**config.mk**
```make
export PLATFORM = sky130hd
export DESIGN_NAME = pa_fpu_frbus_wb_flat
export DESIGN_NICKNAME = d
export VERILOG_FILES = /design/src/rtl/pa_fpu_frbus_wb_if.sv /design/src/rtl/pa_fpu_frbus_wb.sv /design/src/flat_wrapper.sv
export SDC_FILE = /design/constraint.sdc
export NUM_CORES = 1
export LEC_CHECK = 0
export ABC_AREA = 1
export CAP_MARGIN = 0
export CORE_MARGIN = 2
export CORE_UTILIZATION = 45
export DETAILED_ROUTE_END_ITERATION = 8
export GPL_ROUTABILITY_DRIVEN = 0
export PLACE_DENSITY_LB_ADDON = 0.05
export REMOVE_ABC_BUFFERS = 1
export SLEW_MARGIN = 10
export SYNTH_ARGS = -nofsm -noshare
export SYNTH_HDL_FRONTEND = slang
export SYNTH_SLANG_ARGS = --single-unit
```
**constraint.sdc**
```tcl
create_clock -name forever_cpuclk -period 3.56 [get_ports forever_cpuclk]
set_input_delay 0.534 -clock forever_cpuclk [delete_from_list [all_inputs] [get_ports forever_cpuclk]]
set_output_delay 0.534 -clock forever_cpuclk [all_outputs]
set_load 0.05 [all_outputs]
```
**src/rtl/pa_fpu_frbus_wb_if.sv**
```systemverilog
// pa_fpu_frbus_wb_if
//   Bundles the writeback result bus of the FPU: the two result offers
//   (datapath stage ex2, divide/sqrt unit), the register-file write offer,
//   flush, and the fflags clear/report pair.
//   Modports:
//     slave  - the writeback queue (pa_fpu_frbus_wb) side
//     master - the surrounding pipeline / register-file side
interface pa_fpu_frbus_wb_if;
  // datapath ex2 result offer
  logic        dp_frbus_ex2_vld;
  logic [31:0] dp_frbus_ex2_data;
  logic [4:0]  dp_frbus_ex2_fflags;
  logic [4:0]  dp_frbus_ex2_rd;
  logic        frbus_dp_ready;
  // divide/sqrt result offer
  logic        fdsu_frbus_vld;
  logic [31:0] fdsu_frbus_data;
  logic [4:0]  fdsu_frbus_fflags;
  logic [4:0]  fdsu_frbus_rd;
  logic        frbus_fdsu_ready;
  // register-file write offer
  logic        frbus_rf_wb_vld;
  logic [31:0] frbus_rf_wb_data;
  logic [4:0]  frbus_rf_wb_rd;
  logic        rf_frbus_wb_ready;
  // control / flags
  logic        rtu_yy_xx_flush;
  logic        cp0_fpu_fflags_clr;
  logic [4:0]  frbus_cp0_fflags;

  modport slave (
    input  dp_frbus_ex2_vld, dp_frbus_ex2_data, dp_frbus_ex2_fflags, dp_frbus_ex2_rd,
    output frbus_dp_ready,
    input  fdsu_frbus_vld, fdsu_frbus_data, fdsu_frbus_fflags, fdsu_frbus_rd,
    output frbus_fdsu_ready,
    output frbus_rf_wb_vld, frbus_rf_wb_data, frbus_rf_wb_rd,
    input  rf_frbus_wb_ready,
    input  rtu_yy_xx_flush, cp0_fpu_fflags_clr,
    output frbus_cp0_fflags
  );

  modport master (
    output dp_frbus_ex2_vld, dp_frbus_ex2_data, dp_frbus_ex2_fflags, dp_frbus_ex2_rd,
    input  frbus_dp_ready,
    output fdsu_frbus_vld, fdsu_frbus_data, fdsu_frbus_fflags, fdsu_frbus_rd,
    input  frbus_fdsu_ready,
    input  frbus_rf_wb_vld, frbus_rf_wb_data, frbus_rf_wb_rd,
    output rf_frbus_wb_ready,
    output rtu_yy_xx_flush, cp0_fpu_fflags_clr,
    input  frbus_cp0_fflags
  );
endinterface

```
**src/rtl/pa_fpu_frbus_wb.sv**
```systemverilog
// pa_fpu_frbus_wb
//   FPU result writeback queue. Two producers (datapath ex2 and divide/sqrt)
//   push {data, fflags, rd} into a DEPTH-entry circular FIFO; the head is
//   offered to the floating-point register file.
//   Ports:
//     forever_cpuclk - clock, rising edge
//     cpurst         - synchronous active-high reset
//     bus            - pa_fpu_frbus_wb_if.slave (offers, wb offer, flush, fflags)
//   Parameter DEPTH: queue entries, power of two in 2..8.
//   Build option PA_FPU_FRBUS_FFLAGS_ACCUM_EN:
//     defined   - frbus_cp0_fflags is a sticky OR of fflags of dequeued
//                 results, cleared by cp0_fpu_fflags_clr
//     undefined - frbus_cp0_fflags shows the head fflags in a dequeue cycle,
//                 else 0; cp0_fpu_fflags_clr has no effect
module pa_fpu_frbus_wb #(
  parameter int DEPTH = 4
) (
  input logic             forever_cpuclk,
  input logic             cpurst,
  pa_fpu_frbus_wb_if.slave bus
);

  localparam int PW = (DEPTH > 1) ? $clog2(DEPTH) : 1;
  localparam int CW = $clog2(DEPTH + 1);
  localparam logic [CW-1:0] DEPTH_C = CW'(DEPTH);

  typedef struct packed {
    logic [31:0] data;
    logic [4:0]  fflags;
    logic [4:0]  rd;
  } entry_t;

  entry_t          mem [DEPTH];
  logic [PW-1:0]   wptr;
  logic [PW-1:0]   rptr;
  logic [CW-1:0]   count;
  logic [CW-1:0]   free;
  logic            dp_acc;
  logic            fdsu_acc;
  logic            deq;
  logic [PW-1:0]   fdsu_wptr;
  entry_t          head;

  // Readiness looks only at the registered count, so a dequeue in the same
  // cycle never makes room for an incoming result.
  assign free                 = DEPTH_C - count;
  assign bus.frbus_dp_ready   = (free != '0);
  assign bus.frbus_fdsu_ready = (free >= CW'(2)) ||
                                ((free == CW'(1)) && !bus.dp_frbus_ex2_vld);

  assign dp_acc   = bus.dp_frbus_ex2_vld && bus.frbus_dp_ready;
  assign fdsu_acc = bus.fdsu_frbus_vld && bus.frbus_fdsu_ready;

  assign head                 = mem[rptr];
  assign bus.frbus_rf_wb_vld  = (count != '0);
  assign bus.frbus_rf_wb_data = head.data;
  assign bus.frbus_rf_wb_rd   = head.rd;

  // A flush cycle discards its dequeue along with everything else.
  assign deq = bus.frbus_rf_wb_vld && bus.rf_frbus_wb_ready && !bus.rtu_yy_xx_flush;

  // Datapath result is older in program order, so it takes the lower slot.
  assign fdsu_wptr = dp_acc ? wptr + PW'(1) : wptr;

  always_ff @(posedge forever_cpuclk) begin
    if (dp_acc) begin
      mem[wptr] <= '{data: bus.dp_frbus_ex2_data, fflags: bus.dp_frbus_ex2_fflags,
                     rd: bus.dp_frbus_ex2_rd};
    end
    if (fdsu_acc) begin
      mem[fdsu_wptr] <= '{data: bus.fdsu_frbus_data, fflags: bus.fdsu_frbus_fflags,
                          rd: bus.fdsu_frbus_rd};
    end
  end

  always_ff @(posedge forever_cpuclk) begin
    if (cpurst || bus.rtu_yy_xx_flush) begin
      wptr  <= '0;
      rptr  <= '0;
      count <= '0;
    end else begin
      wptr  <= wptr + PW'(dp_acc) + PW'(fdsu_acc);
      rptr  <= rptr + PW'(deq);
      count <= count + CW'(dp_acc) + CW'(fdsu_acc) - CW'(deq);
    end
  end

`ifdef PA_FPU_FRBUS_FFLAGS_ACCUM_EN
  logic [4:0] fflags_acc;

  // Clear and dequeue in the same cycle keep only the dequeued flags.
  always_ff @(posedge forever_cpuclk) begin
    if (cpurst) begin
      fflags_acc <= '0;
    end else if (bus.cp0_fpu_fflags_clr) begin
      fflags_acc <= deq ? head.fflags : 5'b0;
    end else if (deq) begin
      fflags_acc <= fflags_acc | head.fflags;
    end
  end

  assign bus.frbus_cp0_fflags = fflags_acc;
`else
  logic unused_fflags_clr;

  assign unused_fflags_clr    = bus.cp0_fpu_fflags_clr;
  assign bus.frbus_cp0_fflags = deq ? head.fflags : 5'b0;
`endif

endmodule

```
**src/flat_wrapper.sv**
```systemverilog
// flat-port wrapper written by rule: the top's interface ports become plain ports
module pa_fpu_frbus_wb_flat 
#(
  parameter int DEPTH = 4
)
  (forever_cpuclk, cpurst, bus_dp_frbus_ex2_vld, bus_dp_frbus_ex2_data, bus_dp_frbus_ex2_fflags, bus_dp_frbus_ex2_rd, bus_frbus_dp_ready, bus_fdsu_frbus_vld, bus_fdsu_frbus_data, bus_fdsu_frbus_fflags, bus_fdsu_frbus_rd, bus_frbus_fdsu_ready, bus_frbus_rf_wb_vld, bus_frbus_rf_wb_data, bus_frbus_rf_wb_rd, bus_rf_frbus_wb_ready, bus_rtu_yy_xx_flush, bus_cp0_fpu_fflags_clr, bus_frbus_cp0_fflags);
  pa_fpu_frbus_wb_if bus_i ();
  input logic forever_cpuclk;
  input logic cpurst;
  input wire logic [$bits(bus_i.dp_frbus_ex2_vld)-1:0] bus_dp_frbus_ex2_vld;
  input wire logic [$bits(bus_i.dp_frbus_ex2_data)-1:0] bus_dp_frbus_ex2_data;
  input wire logic [$bits(bus_i.dp_frbus_ex2_fflags)-1:0] bus_dp_frbus_ex2_fflags;
  input wire logic [$bits(bus_i.dp_frbus_ex2_rd)-1:0] bus_dp_frbus_ex2_rd;
  output wire logic [$bits(bus_i.frbus_dp_ready)-1:0] bus_frbus_dp_ready;
  input wire logic [$bits(bus_i.fdsu_frbus_vld)-1:0] bus_fdsu_frbus_vld;
  input wire logic [$bits(bus_i.fdsu_frbus_data)-1:0] bus_fdsu_frbus_data;
  input wire logic [$bits(bus_i.fdsu_frbus_fflags)-1:0] bus_fdsu_frbus_fflags;
  input wire logic [$bits(bus_i.fdsu_frbus_rd)-1:0] bus_fdsu_frbus_rd;
  output wire logic [$bits(bus_i.frbus_fdsu_ready)-1:0] bus_frbus_fdsu_ready;
  output wire logic [$bits(bus_i.frbus_rf_wb_vld)-1:0] bus_frbus_rf_wb_vld;
  output wire logic [$bits(bus_i.frbus_rf_wb_data)-1:0] bus_frbus_rf_wb_data;
  output wire logic [$bits(bus_i.frbus_rf_wb_rd)-1:0] bus_frbus_rf_wb_rd;
  input wire logic [$bits(bus_i.rf_frbus_wb_ready)-1:0] bus_rf_frbus_wb_ready;
  input wire logic [$bits(bus_i.rtu_yy_xx_flush)-1:0] bus_rtu_yy_xx_flush;
  input wire logic [$bits(bus_i.cp0_fpu_fflags_clr)-1:0] bus_cp0_fpu_fflags_clr;
  output wire logic [$bits(bus_i.frbus_cp0_fflags)-1:0] bus_frbus_cp0_fflags;
  assign bus_i.dp_frbus_ex2_vld = bus_dp_frbus_ex2_vld;
  assign bus_i.dp_frbus_ex2_data = bus_dp_frbus_ex2_data;
  assign bus_i.dp_frbus_ex2_fflags = bus_dp_frbus_ex2_fflags;
  assign bus_i.dp_frbus_ex2_rd = bus_dp_frbus_ex2_rd;
  assign bus_frbus_dp_ready = bus_i.frbus_dp_ready;
  assign bus_i.fdsu_frbus_vld = bus_fdsu_frbus_vld;
  assign bus_i.fdsu_frbus_data = bus_fdsu_frbus_data;
  assign bus_i.fdsu_frbus_fflags = bus_fdsu_frbus_fflags;
  assign bus_i.fdsu_frbus_rd = bus_fdsu_frbus_rd;
  assign bus_frbus_fdsu_ready = bus_i.frbus_fdsu_ready;
  assign bus_frbus_rf_wb_vld = bus_i.frbus_rf_wb_vld;
  assign bus_frbus_rf_wb_data = bus_i.frbus_rf_wb_data;
  assign bus_frbus_rf_wb_rd = bus_i.frbus_rf_wb_rd;
  assign bus_i.rf_frbus_wb_ready = bus_rf_frbus_wb_ready;
  assign bus_i.rtu_yy_xx_flush = bus_rtu_yy_xx_flush;
  assign bus_i.cp0_fpu_fflags_clr = bus_cp0_fpu_fflags_clr;
  assign bus_frbus_cp0_fflags = bus_i.frbus_cp0_fflags;
  pa_fpu_frbus_wb #(.DEPTH(DEPTH)) u_core (.forever_cpuclk(forever_cpuclk), .cpurst(cpurst), .bus(bus_i));
endmodule
```
==> metrics.cfg, run 1 <==
[run_status]
outcome = finished clean

[timing]
rsz0062_at_grt = false
drv_slew = 0
min_period_ns = 3.23
finalSetupViolCount = 0
relSlewSlack_pct = 54.8
worst_pin_slew_ns = 0.676
clock_skew_ns = 0.0108
max_freq_mhz = 310
fin_setup_tns_ns = 0
hold_slack_ns = 0.604
period_share_pct = 90.7
hold_violations = 0

[routing]
dr_wl_met2_um = 12900
topRoutingLayerUsed = met4
wl_per_cell_um = 17.7
route.detailed.drc = 0
route.vias.total = 7645
antenna_left = 0
routed_wirelength_um = 25700
viasPerCell = 5.26
met1Wirelength_um = 10300
wl_met3_um = 2000
drt_iter0_markers = 490
drtPass1Iterations = 5

[logic_synthesis]
synthDistinctLibCells = 24
synth_seq_cells = 175
synth_warnings = 0
ys_seq_area_share_pct = 56.9
synth_area_per_cell_um2 = 8.64
synthesis.instances = 1055
syn_area_um2 = 9110

[worst_setup_path]
worst-path-buf-inv = 2
crit_path_top_delay_cell = clkdlybuf4s50_1
crit_path_cell_trace = buf_4 -> o21ai_0 -> o22ai_1 -> clkdlybuf4s50_1
crit_arrival_ns = 2.69
startpoint_type = flip-flop
crit_type = reg2out
crit_required_ns = 3.03
crit_fanout = 35
cp_top_family = buffers and inverters
setup.worst_path.end_class = primary output
cpPeakStageDelay_ns = 0.85

[die]
die_x_um = 146
row_count = 52
coreArea_um2 = 20000
die-height_um = 146
die_area_um2 = 21400
start_util_pct = 45.5
io_pins = 136

[final_layout]
drive_gt1_share_pct = 8.37
final_cell_mix = nand2_1, edfxtp_1, clkdlybuf4s50_1, nor2_1, o21ai_0
stdcell_count = 1453
final_common_cell = nand2_1
final_nets = 1275
final_cell_area_um2 = 11300
multi_input_area_um2 = 3510
diodes = 0
regArea_um2 = 5190
syn2layout_area_growth_pct = 23.6
fillCellCount = 1852

[placement]
placed_cells = 1421
placed_cell_area_um2 = 10700
portBuffers = 134
place_hpwl_um = 14600

[clocking]
cts_setup_buffers = 0
clkLatencyLatePin_ns = 0.43
path_clk_slew_ns = 0.07
cts_sinks = 175
cts_hold_buf = 0
numCtsBuffers = 17
cts-htree-levels = 4
cts_tree = done
postCtsResizedCells = 0
root_buffer = clkbuf_16
cts_buffer_depth = 2

[global_route]
grt_first_pass_wirelength_um = 40300
grt_pass1_vias = 7453
antenna_found_initial = 0
grt_usage_pct = 24.8
grt_max_degree = 55
grt_overflow = 0

[pwr]
ir_drop_v = 0.000313
p_total_mw = 6.40
p_per_area_nw_per_um2 = 568
p_leak_nw = 4.73

[flow_run]
drv_cap = 0

[hold_path]
hp-class = reg2reg

==> tightest hold or removal path, stage by stage, from the launching register on <==
cell	delay [ns]
dfxtp_1	0.35
nand2_1	0.08
nand3_1	0.08
a21oi_1	0.06
==> cell type report <==
class	count	area share, %
Clock buffer	19	3.84
Clock inverter	13	0.933
Sequential cell	175	46.1
Tap cell	270	3.00
Inverter	21	0.700
Timing Repair Buffer	160	14.3
Multi-Input combinational cell	795	31.2
==> where the power goes <==
group          internal [mW]  switching (mW)
combinational          0.575            1.34
clock                  0.908           0.831
sequential              2.68          0.0692
==> metal layers <==
metal / vias up / GRT usage [%]
met4: 0 / 7.86
met3: 45 / 4.50
met1: 3546 / 32.1
li1: 3730 / -
met2: 324 / 42.6
met5: - / 0
==> logic make-up after synthesis <==
kind of cell	synth area share, %
simple gates	28.5
buf+inv	4.87
compound gates	7.59
fa+ha+maj	2.17
flops	56.9
==> synth_stat cells <==
cell / count / area, um^2
nand3_1: 48 / 240
nor2_4: 2 / 22.5
buf_4: 8 / 60.1
a21oi_1: 8 / 40.0
nor2_2: 4 / 25.0
clkbuf_1: 23 / 86.3
buf_2: 22 / 110
o21ai_0: 84 / 420
nor2_1: 100 / 375
edfxtp_1: 168 / 5040
dfxtp_1: 7 / 140
buf_1: 2 / 7.51
nand3_2: 1 / 10.0
or2_2: 3 / 18.8
ha_1: 11 / 138
nand2_4: 3 / 33.8
fa_1: 3 / 60.1
inv_1: 19 / 71.3
nand2_8: 1 / 20.0
nand2_1: 486 / 1820
nand2_2: 4 / 25.0
o22ai_1: 37 / 231
inv_2: 2 / 7.51
buf_6: 9 / 101
==> stage by stage <==
step / utilization (%) / worst slack [ns]
2_1_floorplan: - / -0.422
3_3_place_gp: 53.5 / 0.541
3_5_place_dp: 53.5 / 0.506
4_1_cts: 56.2 / 0.284
5_1_grt: 56.2 / 0.182
6_report: 56.2 / 0.332
==> worst paths after layout <==
| check | startpoint | endpoint | slack (ns) | cells past startpoint |
|---|---|---|---|---|
| setup / recovery | u_core.rptr[0] | bus_frbus_rf_wb_data[25] | 0.33 | 4 |
| hold / removal | u_core.count[2] | u_core.count[2] | 0.60 | 3 |
| setup reg to reg | u_core.count[1] | u_core.mem[0][15] | 0.71 | 9 |
| hold reg to reg | u_core.count[2] | u_core.count[2] | 0.60 | 3 |
==> sequential cells by signal, indices dropped and copies added (netlist names) <==
register	flops
u_core.mem	168
u_core.count	3
u_core.rptr	2
u_core.wptr	2
Note: power is estimated with default switching activity, not from simulation.
==> run 2: changes to the inputs <==
--- a/config.mk
+++ b/config.mk
@@ -11,7 +11,7 @@
 export CORE_UTILIZATION = 45
 export DETAILED_ROUTE_END_ITERATION = 8
 export GPL_ROUTABILITY_DRIVEN = 0
-export PLACE_DENSITY_LB_ADDON = 0.05
+export PLACE_DENSITY = 0.68
 export REMOVE_ABC_BUFFERS = 1
 export SLEW_MARGIN = 10
 export SYNTH_ARGS = -nofsm -noshare
==> run 2 against run 1 <==
  * Setup slack worse by 0.011 ns
  * Highest routed layer unchanged
  * Power is 5.2% higher
  * Critical endpoint is now bus_frbus_rf_wb_data[18]
  * Sequential power hardly changed
  * Clock skew is 0.0060 ns lower
  * Register-to-register slack better by 0.11 ns
  * Critical path depth is 1 higher
==> metrics.cfg, run 2 (same netlist as run 1, synthesis figures left out) <==
[clocking]
cts_buffer_depth = 2  ; unchanged
cts_setup_buffers = 0  ; unchanged
cts_tree = done
postCtsResizedCells = 0  ; unchanged
path_clk_slew_ns = 0.07  ; about the same
numCtsBuffers = 17  ; unchanged
cts_sinks = 175  ; unchanged
cts-htree-levels = 4  ; unchanged
root_buffer = clkbuf_16
clkLatencyLatePin_ns = 0.42  ; about the same
cts_hold_buf = 0  ; unchanged

[worst_setup_path]
crit_fanout = 22  ; -37%
crit_type = reg2out
setup.worst_path.end_class = primary output
startpoint_type = flip-flop
r2r_start = u_core.count[1]
r2r-end = u_core.mem[0][17]
crit_required_ns = 3.03  ; about the same
ff2ff_path_depth = 9  ; unchanged
r2r_slack_ns = 0.82  ; +0.11 ns
crit_arrival_ns = 2.70  ; about the same

[placement]
portBuffers = 134  ; unchanged
place_hpwl_um = 14800  ; +0.83%

[timing]
relSlewSlack_pct = 55.8  ; +0.96 points
worst_pin_slew_ns = 0.662  ; -0.0144 ns
rsz0062_at_grt = false
hold_violations = 0  ; unchanged
drv_slew = 0  ; unchanged
max_freq_mhz = 309  ; -0.34%
fin_setup_tns_ns = 0  ; unchanged
clock_skew_ns = 0.00474  ; -0.00605 ns
period_share_pct = 91.0  ; +0.31 points
min_period_ns = 3.24  ; +0.0109 ns
finalSetupViolCount = 0  ; unchanged

[final_layout]
syn2layout_area_growth_pct = 24.7
fin_util_pct = 56.7  ; +0.52 points
final_common_cell = nand2_1
final_nets = 1274  ; -0.078%
drive_gt1_share_pct = 7.95  ; -0.42 points
regArea_um2 = 5190  ; unchanged
largest_register = u_core.mem
top_regs = u_core.mem: 168 flops, u_core.count: 3 flops
final_cell_mix = nand2_1, edfxtp_1, clkdlybuf4s50_1, nor2_1, o21ai_0
multi_input_area_um2 = 3510  ; unchanged
largest_reg_flops = 168  ; unchanged
fillCellCount = 1746  ; -5.7%

[global_route]
grt_max_degree = 44  ; -20%
grt_first_pass_wirelength_um = 39400  ; -2.2%
grt_overflow = 0  ; unchanged
grt_pass1_vias = 7531  ; +1.0%
grt_usage_pct = 23.9  ; -0.90 points
antenna_found_initial = 1  ; +1

[pwr]
ir_drop_v = 0.000329  ; +5.0%
p_per_area_nw_per_um2 = 592  ; +4.2%
p_leak_nw = 4.76  ; +0.71%

[hold_path]
worstHoldStart = u_core.count[2]
min_path_cells = 4  ; +1
min_to = u_core.count[2]
hp-class = reg2reg

[flow_run]
drv_cap = 0  ; unchanged

[run_status]
outcome = finished clean

[routing]
antenna_left = 0  ; unchanged
drtPass1Iterations = 5  ; unchanged
drt_iter0_markers = 768  ; +57%
viasPerCell = 5.32  ; +1.1%
routed_wirelength_um = 25400  ; -1.1%
wl_per_cell_um = 17.5  ; -1.1%
route.detailed.drc = 0  ; unchanged
route.vias.total = 7732  ; +1.1%

[die]
row_count = 52  ; unchanged
die_area_um2 = 21400  ; unchanged
io_pins = 136  ; unchanged
start_util_pct = 45.5  ; unchanged
coreArea_um2 = 20000  ; unchanged
die_x_um = 146  ; unchanged
die-height_um = 146  ; unchanged

[run 2: cell types whose count changed in the layout (fill, tap and decap cells not counted), sizes merged]
cell,change
buf,-7
clkbuf,-2
inv,-2
diode,+1
clkinvlp,+1
bufinv,+5
clkinv,-2
clkdlybuf4s50,+6
[run 2: through the flow]
stage | instances | power [mW] | hold slack [ns] | setup WS, ns | instance area [um^2]
CTS | 1452 | 6.75 | 0.628 | 0.332 | 11400
floorplan | 991 | 3.93 | 0.564 | -0.422 | 8750
detailed placement | 1420 | 4.70 | 0.618 | 0.629 | 10700
global placement | 1420 | 4.68 | 0.588 | 0.652 | 10700
global route | 1453 | 7.01 | 0.654 | 0.209 | 11400
finish | 1453 | 6.73 | 0.631 | 0.322 | 11400
[run 2: final cells by class]
class                           instances  area share [%]
Sequential cell                       175            45.7
Multi-Input combinational cell        795            30.9
Timing Repair Buffer                  159            14.0
Clock buffer                           17            3.74
Tap cell                              270            2.97
Clock inverter                         15            2.04
Inverter                               21           0.693
Antenna cell                            1          0.0220
[run 2: worst max-delay path, stage by stage (launching register included)]
cell and delay (ns):
dfxtp_4 0.42, inv_2 0.26, buf_4 0.32, o21ai_0 0.12
o22ai_1 0.27, clkdlybuf4s50_1 0.87
[run 2: how the worst max path moves through the flow]
stage / startpoint / end / slack (ns) / cells after the start
after floorplan: u_core.rptr[0] / bus_frbus_rf_wb_data[0] / -0.42 / 3
after global placement: bus_dp_frbus_ex2_vld / u_core.mem[0][15] / 0.65 / 9
after CTS: u_core.rptr[0] / bus_frbus_rf_wb_data[18] / 0.33 / 5
final: u_core.rptr[0] / bus_frbus_rf_wb_data[18] / 0.32 / 5
after detailed placement: bus_dp_frbus_ex2_vld / u_core.mem[0][17] / 0.63 / 9
after global routing: u_core.rptr[0] / bus_frbus_rf_wb_data[18] / 0.21 / 5
[run 2: power breakdown]
group          total [mW]  internal [mW]  leakage (nW)  switching [mW]
logic                1.92          0.583          2.81            1.34
clock network        2.07           1.26         0.310           0.811
registers            2.75           2.68          1.64          0.0694
[run 2: metal layers]
layer	global-route usage, %	share of wire [%]	up-vias
met2	40.4	50	376
li1	-	-	3726
met4	9.27	1.9	0
met1	30.7	40	3588
met5	0	0	-
met3	4.47	8.5	42
==> run 3: changes to the inputs <==
--- a/config.mk
+++ b/config.mk
@@ -6,13 +6,14 @@
 export NUM_CORES = 1
 export LEC_CHECK = 0
 export ABC_AREA = 1
-export CAP_MARGIN = 0
+export CAP_MARGIN = 20
 export CORE_MARGIN = 2
 export CORE_UTILIZATION = 45
 export DETAILED_ROUTE_END_ITERATION = 8
 export GPL_ROUTABILITY_DRIVEN = 0
 export PLACE_DENSITY = 0.68
 export REMOVE_ABC_BUFFERS = 1
+export SETUP_SLACK_MARGIN = 0.05
 export SLEW_MARGIN = 10
 export SYNTH_ARGS = -nofsm -noshare
 export SYNTH_HDL_FRONTEND = slang
==> results of run 3 <==
The final DEF is identical to that of run 2; final timing and power are the same.
